[src/rtl/regdump_if.sv]
// Byte stream from the register dumper to its sink.
// A byte moves on a rising edge where tx_valid and tx_ready are both high; the
// source holds tx_data and tx_valid stable while tx_ready is low and never
// withdraws tx_valid before that transfer.
interface regdump_if;
    logic [7:0] tx_data;
    logic       tx_valid;
    logic       tx_ready;

    modport master (output tx_data, output tx_valid, input tx_ready);
    modport slave  (input tx_data, input tx_valid, output tx_ready);
endinterface

[src/rtl/regdump.sv]
// Streams a sync byte followed by registers 0..LAST_REG of a register file,
// each as four little-endian bytes, over a valid/ready byte interface.
module regdump #(
    parameter logic [7:0] SYNC_BYTE = 8'hA5,
    parameter int         LAST_REG  = 31
) (
    input  logic        clk,
    input  logic        rst,
    input  logic        start,
    input  logic        rf_ready,
    output logic [4:0]  dbg_reg_sel,
    input  logic [31:0] dbg_reg_data,
    regdump_if.master   tx,
    output logic        busy,
    output logic        done,
    output logic [2:0]  dbg_state
);

    typedef enum logic [2:0] {
        IDLE = 3'd0,
        HDR  = 3'd1,
        LOAD = 3'd2,
        SEND = 3'd3,
        FIN  = 3'd4
    } state_t;

    localparam logic [4:0] LAST_IDX = 5'(LAST_REG);

    state_t      r_state;
    state_t      w_next;
    logic [4:0]  r_idx;
    logic [1:0]  r_byte;
    logic [31:0] r_shadow;

    logic        w_tx_valid;
    logic [7:0]  w_tx_data;
    logic        w_busy;
    logic        w_done;

    always_ff @(posedge clk or posedge rst) begin
        if (rst) begin
            r_state <= IDLE;
        end else begin
            r_state <= w_next;
        end
    end

    always_comb begin
        w_next     = r_state;
        w_tx_valid = 1'b0;
        w_tx_data  = 8'h00;
        w_busy     = 1'b0;
        w_done     = 1'b0;
        case (r_state)
            IDLE: begin
                if (start && rf_ready) begin
                    w_next = HDR;
                end
            end
            HDR: begin
                w_busy     = 1'b1;
                w_tx_valid = 1'b1;
                w_tx_data  = SYNC_BYTE;
                if (tx.tx_ready) begin
                    w_next = LOAD;
                end
            end
            LOAD: begin
                w_busy = 1'b1;
                w_next = SEND;
            end
            SEND: begin
                w_busy     = 1'b1;
                w_tx_valid = 1'b1;
                w_tx_data  = r_shadow[{r_byte, 3'b000} +: 8];
                if (tx.tx_ready && (r_byte == 2'd3)) begin
                    w_next = (r_idx == LAST_IDX) ? FIN : LOAD;
                end
            end
            FIN: begin
                w_done = 1'b1;
                w_next = IDLE;
            end
            default: begin
                w_next = IDLE;
            end
        endcase
    end

    // Index, byte counter and shadow only move on the state that owns them.
    always_ff @(posedge clk or posedge rst) begin
        if (rst) begin
            r_idx    <= 5'd0;
            r_byte   <= 2'd0;
            r_shadow <= 32'd0;
        end else begin
            case (r_state)
                IDLE: begin
                    r_idx  <= 5'd0;
                    r_byte <= 2'd0;
                end
                LOAD: begin
                    r_shadow <= dbg_reg_data;
                    r_byte   <= 2'd0;
                end
                SEND: begin
                    if (tx.tx_ready) begin
                        if (r_byte != 2'd3) begin
                            r_byte <= r_byte + 2'd1;
                        end else if (r_idx != LAST_IDX) begin
                            r_idx <= r_idx + 5'd1;
                        end
                    end
                end
                FIN: begin
                    r_idx <= 5'd0;
                end
                default: begin
                end
            endcase
        end
    end

    assign tx.tx_valid = w_tx_valid;
    assign tx.tx_data  = w_tx_data;
    assign busy        = w_busy;
    assign done        = w_done;
    assign dbg_reg_sel = r_idx;
    assign dbg_state   = r_state;

endmodule
[src/flat_wrapper.sv]
// flat-port wrapper written by rule: the top's interface ports become plain ports
module regdump_flat 
#(
    parameter logic [7:0] SYNC_BYTE = 8'hA5,
    parameter int         LAST_REG  = 31
)
  (clk, rst, start, rf_ready, dbg_reg_sel, dbg_reg_data, busy, done, dbg_state, tx_tx_data, tx_tx_valid, tx_tx_ready);
  regdump_if tx_i ();
  input  logic clk;
  input  logic rst;
  input  logic start;
  input  logic rf_ready;
  output logic [4:0] dbg_reg_sel;
  input  logic [31:0] dbg_reg_data;
  output logic busy;
  output logic done;
  output logic [2:0] dbg_state;
  output wire logic [$bits(tx_i.tx_data)-1:0] tx_tx_data;
  output wire logic [$bits(tx_i.tx_valid)-1:0] tx_tx_valid;
  input wire logic [$bits(tx_i.tx_ready)-1:0] tx_tx_ready;
  assign tx_tx_data = tx_i.tx_data;
  assign tx_tx_valid = tx_i.tx_valid;
  assign tx_i.tx_ready = tx_tx_ready;
  regdump #(.SYNC_BYTE(SYNC_BYTE), .LAST_REG(LAST_REG)) u_core (.clk(clk), .rst(rst), .start(start), .rf_ready(rf_ready), .dbg_reg_sel(dbg_reg_sel), .dbg_reg_data(dbg_reg_data), .tx(tx_i), .busy(busy), .done(done), .dbg_state(dbg_state));
endmodule
[config.mk]
export PLATFORM = sky130hd
export DESIGN_NAME = regdump_flat
export DESIGN_NICKNAME = d
export VERILOG_FILES = /design/src/rtl/regdump_if.sv /design/src/rtl/regdump.sv /design/src/flat_wrapper.sv
export SDC_FILE = /design/constraint.sdc
export NUM_CORES = 1
export LEC_CHECK = 0
export ABC_AREA = 1
export BUFFER_PORTS_ARGS = -buffer_cell sky130_fd_sc_hd__buf_2
export CAP_MARGIN = 20
export CORE_MARGIN = 3
export CORE_UTILIZATION = 30
export CTS_BUF_LIST = sky130_fd_sc_hd__clkbuf_8 sky130_fd_sc_hd__clkbuf_16
export CTS_CLUSTER_DIAMETER = 40
export DETAILED_ROUTE_END_ITERATION = 8
export GPL_TIMING_DRIVEN = 0
export PLACE_DENSITY = 0.56
export RECOVER_POWER = 50
export SLEW_MARGIN = 20
export SYNTH_ARGS = -nofsm -noshare
export SYNTH_HDL_FRONTEND = slang
export SYNTH_SLANG_ARGS = --single-unit
[constraint.sdc]
create_clock -name clk -period 1.4 [get_ports clk]
set_input_delay 0.21 -clock clk [delete_from_list [all_inputs] [get_ports clk]]
set_output_delay 0.21 -clock clk [all_outputs]
set_load 0.02 [all_outputs]
Yosys cells after proc, flatten, opt, wreduce, memory -nomap -nowiden
Cells that the tools add are included.

cells by class
  add/subtract/negate cells = 2
  equal/unequal tests = 15
  shift-type cells = 1
  multiplexer cells = 16
  reduce and logical (&&, ||, !) cells = 12

operator list
  kind                                                    number
  indexed part select 32 x 6 -> 8 bit                     1
  one-hot mux 8 bit (2 select lines)                      1
  2-to-1 mux 5 bit                                        3
  2-to-1 mux 3 bit                                        4
  one-hot mux 3 bit (4 select lines)                      1
  one-hot mux 5 bit (2 select lines)                      1
  inequality test 2 x 1 -> 1 bit (second input constant)  4
  inequality test 2 bit (second input constant)           4
  equality test 3 x 2 -> 1 bit (second input constant)    2
  AND reduction 3 bit                                     2
  OR reduction 2 bit                                      3
  adder 5 x 1 -> 5 bit (second input constant)            1
  equality test 5 bit (second input constant)             1
  inequality test 5 bit (second input constant)           1
  2-to-1 mux 2 bit                                        2
  one-hot mux 2 bit (2 select lines)                      1
  AND reduction 4 bit                                     1
  nonzero test 2 bit                                      2
  equality test 3 x 1 -> 1 bit (second input constant)    1
  equality test 3 bit (second input constant)             1
  logical NOT 3 bit                                       1
  2-to-1 mux 1 bit                                        3
  OR reduction 3 bit                                      1
  adder 2 x 1 -> 2 bit (second input constant)            1
  other kinds (2)                                         3

word-level totals
  register bits = 42
  input bits = 37
  output and inout bits = 19

Logic depth before layout (Yosys ltp)
  depth after elaboration = 5
  mapped depth = 8
  mapped depth without buffers = 8

Worst setup path before layout
Ideal clock, no wire load.

  path kind = reg2out
  start point = register u_core.r_state[0] (netlist: u_core.dbg_state[0])
  end point = output tx_tx_data[0]
  arrival = 1,426 ps
  required time = 1,190 ps
  setup slack = -236 ps
  cell stages (with the launch flop) = 5
  path buffers = 0
  cells stage by stage = dfrtp_1 inv_1 nor2_1 nand2_1 nand2_1

on the way
  word-level cells in the longest chain between the ends = 2
  elaborated cells between the ends (all ways) = 3
  those cells by class = eq/ne (2); mux (1)

RTL lines
  item                                                                          RTL line            source
  from (decl)                                                                   regdump.sv:29       state_t r_state;
  from (signal assigned)                                                        regdump.sv:44       r_state <= w_next;
  equality test 3 x 2 -> 1 bit or equality test 3 x 1 -> 1 bit (tied branches)  regdump.sv:54       case (r_state)
  one-hot mux 8 bit (2 select lines) *                                          regdump.sv:54
  to (decl)                                                                     flat_wrapper.sv:18  output wire logic [$bits(tx_i.tx_data)-1:0] tx_tx_data;

Every way passes the cells marked *; elsewhere a longest branch is shown, timed or not.

Worst setup path in the final report
  start point = register u_core.r_byte[0]
  end point = output tx_tx_data[0]

on the way
  word-level cells in the longest chain between the ends = 2

RTL lines
  item                                 RTL line        source
  from (decl)                          regdump.sv:32   logic [1:0] r_byte;
  from (signal assigned)               regdump.sv:109  r_byte <= r_byte + 2'd1;
  indexed part select 32 x 6 -> 8 bit  regdump.sv:75   w_tx_data = r_shadow[{r_byte, 3'b000} +: 8];
  one-hot mux 8 bit (2 select lines)   regdump.sv:54

No other way between the ends.

==> impl_results.md <==
* Max stage delay on crit path at 0.45 ns
* Area of the mapped netlist at about 2200 um^2
* Final Instance Area at about 3200 um^2
* Crit-path most repeated cell: nand2_1
* Fillers at 722
* Vias in the first global route at ~2,100
* Reg area at 1060 um^2
* Mapped Cells at between 200 and 300
* CTS Buf Count at 5
* CTS Sinks at 42
* CTS H-tree lvls at 2
* Post-Layout Cell Count at between 400 and 500
* Post-synthesis compound-gate area fraction at 0.0973
* RSZ-0062 raised after global routing: yes
* LEAKAGE at 0.00165 uW
* Post-route ant nets at 0
* Final core utilization at 0.465
* Peak VDD IR at roughly 0.56 mV
* Io pins at 56
* CP Data Required Time at around 1.2 ns
* Die Y at 90.9 um
* Post-DP HPWL at between 4 and 5 mm
* Syn Nets at between 300 and 400
* ANT cells at 0
* Max_cap viols at 0
* Relative slew slack at 0.709
* Run status: finished, violations left
* DR iter-0 viols at 124
* Post-synth top area cell: dfrtp_1
* Final worst slack at -0.284 ns
* Fin crit share at 1.20
* Final setup violation count at 15
* Top delay family on crit path: flip-flops
* R2r startpoint: u_core.dbg_reg_sel[0]
* WP depth at 7
* Simple-gate share of the synthesized area at 0.324
* DR WL/cell at approximately 14 um
* Area of the multi-input gates at approximately 1100 um^2
* Failing checks: negative setup slack
* Placed cells at 430
* Routability Congestion at 0.809
* Crit start category: register
* Worst Hold Depth at 3
* Total Power at about 7600 uW
* Top post-synthesis cells by area: dfrtp_1 (49%), nand2_1 (16%), nand3_1 (8.1%)
* Largest net degree at the start of global routing at 33
* DRT Wirelength at around 6.5 mm
* IO buf count at 55
* Global Route Usage Sum at 0.157
* Max Clock Freq at between 0.5 and 0.6 GHz
* Rows at 30
* Setup CP Type: reg -> out
* Layout Skew at ~0.0097 ns
* CP Cell Sequence: inv_4 > buf_8 > o211ai_1 > nand2_1 > nand2_1 > nand2_1 > buf_6
* DR vias/cell at ~4.6
* Most frequent cells after synthesis: nand2_1 (90), dfrtp_1 (42), nand3_1 (35)
* Arrival time worst endpoint at around 1.5 ns
* Endpoints failing hold at 0
* Die ar. at roughly 8300 um^2
* First-pass GRT wire length at about 10 mm
* DRT Pass-1 Iters at 4
* Hold Startpoint: dbg_reg_data[4]
* Post-synthesis average cell area at 7.77 um^2
* Reg2reg path depth at 8
* Placed Area at around 2600 um^2
* Tightest Pin Transition at roughly 0.44 ns
* Post-synthesis xor/xnor area fraction at 0
* Max FO, Critical Path at 6
* Initial antenna violation count at 0
* Slowest CP cell: dfrtp_2
* Register area share after synthesis at 0.486
* P&R area growth vs syn at 48.6%
* Clk buf depth at 2
* Grt ovf at 0
* Chip width at approximately 90 um
* EDFF count, synth at 0
* Share of the synthesized area in the top cell type at 0.486
* Post-synthesis mux area share at 0
* CP bufs+invs at 3
* Dpl ws at -0.291 ns
* Clock root buffer: clkbuf_8
* Crit. End Element: primary output
* Adder-cell area share of the yosys netlist at 0.0174
* HP Class: in -> reg
* PwrDens at between 2000 and 2500 nW/um^2
* Layout Nets at 408
* Layout cells sized above 1 at 0.417
* Core area at roughly 6900 um^2
* Final min period at roughly 1.7 ns
* Worst-Skew Late Latency at around 0.3 ns
* Most frequent cell after synthesis: nand2_1
* Critical Path Source: u_core.r_byte[0]
* Yosys cell types at 22
* TritonCTS clock tree: done
* Main combinational cell family by area after synthesis: simple AND/OR/NAND/NOR gates
* Dominant synthesized flop cell: dfrtp_1
* CTS clock-pin slew for the worst setup and hold paths at approximately 0.090 ns
* Async S/R FF share, synth at 1.00
* Synth Register Bits at 42
* Initial cell density of the core at 0.313
* DRC at 0
* Vias at approximately 2,200
* Slew Viols, Final at 0
* Yosys warns at 0
## final timing paths
path | end | slack (ns)
setup / recovery | tx_tx_data[0] | -0.28
hold / removal | u_core.r_shadow[4] | 0.13
setup reg to reg | u_core.dbg_reg_sel[3] | -0.04
hold reg to reg | u_core.r_shadow[14] | 0.48
max in group asynchronous | u_core.dbg_reg_sel[1] | 0.15
min in group asynchronous | u_core.r_shadow[3] | 0.44
## kinds of logic after synthesis
logic type / Yosys count
fa+ha+maj: 3
compound gates: 37
flops: 42
buf+inv: 36
simple gates: 160
## repair_timing
item                       in CTS  in global routing
hold endpoints to repair       10                  0
gates resized for setup        61                 35
gates cloned                    3                  1
setup buffers                  14                 10
pin swaps                      12                 17
hold buffers                    1                  0
setup endpoints to repair      16                 50
## flip-flops by register name, summed over array words and instances (netlist names)
| name | cells |
|---|---|
| u_core.dbg_state | 3 |
| u_core.r_shadow | 32 |
| u_core.r_byte | 2 |
| u_core.dbg_reg_sel | 5 |
## through the flow
stage / hold WS, ns / TNS, ns
after detailed placement: 0.164 / -1.85
after global routing: 0.153 / -3.98
after floorplan: 0.355 / -0.192
after global placement: 0.445 / -21.64
after CTS: 0.133 / -2.24
final: 0.133 / -2.31
## worst reg2reg max path, cell delays in order (launching register included)
cell     delay (ns)
dfrtp_2        0.44
ha_4           0.18
nand2_4        0.08
nor2_4         0.04
ha_4           0.17
o21ai_4        0.20
nand2_4        0.11
nand2_2        0.07
o21ai_1        0.06
## report_power, final
part	leakage, uW	switching (uW)	internal (uW)	total (uW)
clock network	0.0000579	451	526	977
logic	0.00109	2580	1890	4470
registers	0.000503	349	1770	2120
total	0.00165	3380	4190	7570
## routing by layer
| metal | global-route usage | wire (um) | vias to the layer above |
|---|---|---|---|
| li1 | - | - | 1076 |
| met1 | 0.216 | 2940 | 1011 |
| met2 | 0.238 | 3120 | 54 |
| met3 | 0.0358 | 292 | 14 |
| met4 | 0.0603 | 189 | 0 |
| met5 | 0 | 0 | - |
## placed cells by master (no fill, tap or decap), types with 3 or more instances in the layout
cell and count:
a21oi_1 10, a21oi_2 5, buf_2 46, buf_4 24, buf_6 15, clkbuf_4 3
clkbuf_8 7, dfrtp_1 36, dfrtp_2 6, inv_1 17, nand2_1 84, nand2_2 6
nand2_4 5, nand3_1 32, nand3_2 3, nor2_1 13, nor2_2 4, nor2_4 8
o211ai_1 7, o21ai_1 9, o21ai_2 3
## area by class of cell
type | count | share of cell area
flip-flops and latches | 42 | 0.330
repair buffers | 82 | 0.173
well taps | 96 | 0.0374
multi-input cells | 201 | 0.353
plain buffers | 13 | 0.0401
clock inverters | 3 | 0.0125
inverters | 23 | 0.0323
clock buffers | 5 | 0.0214
(Power assumes the default switching activity.)
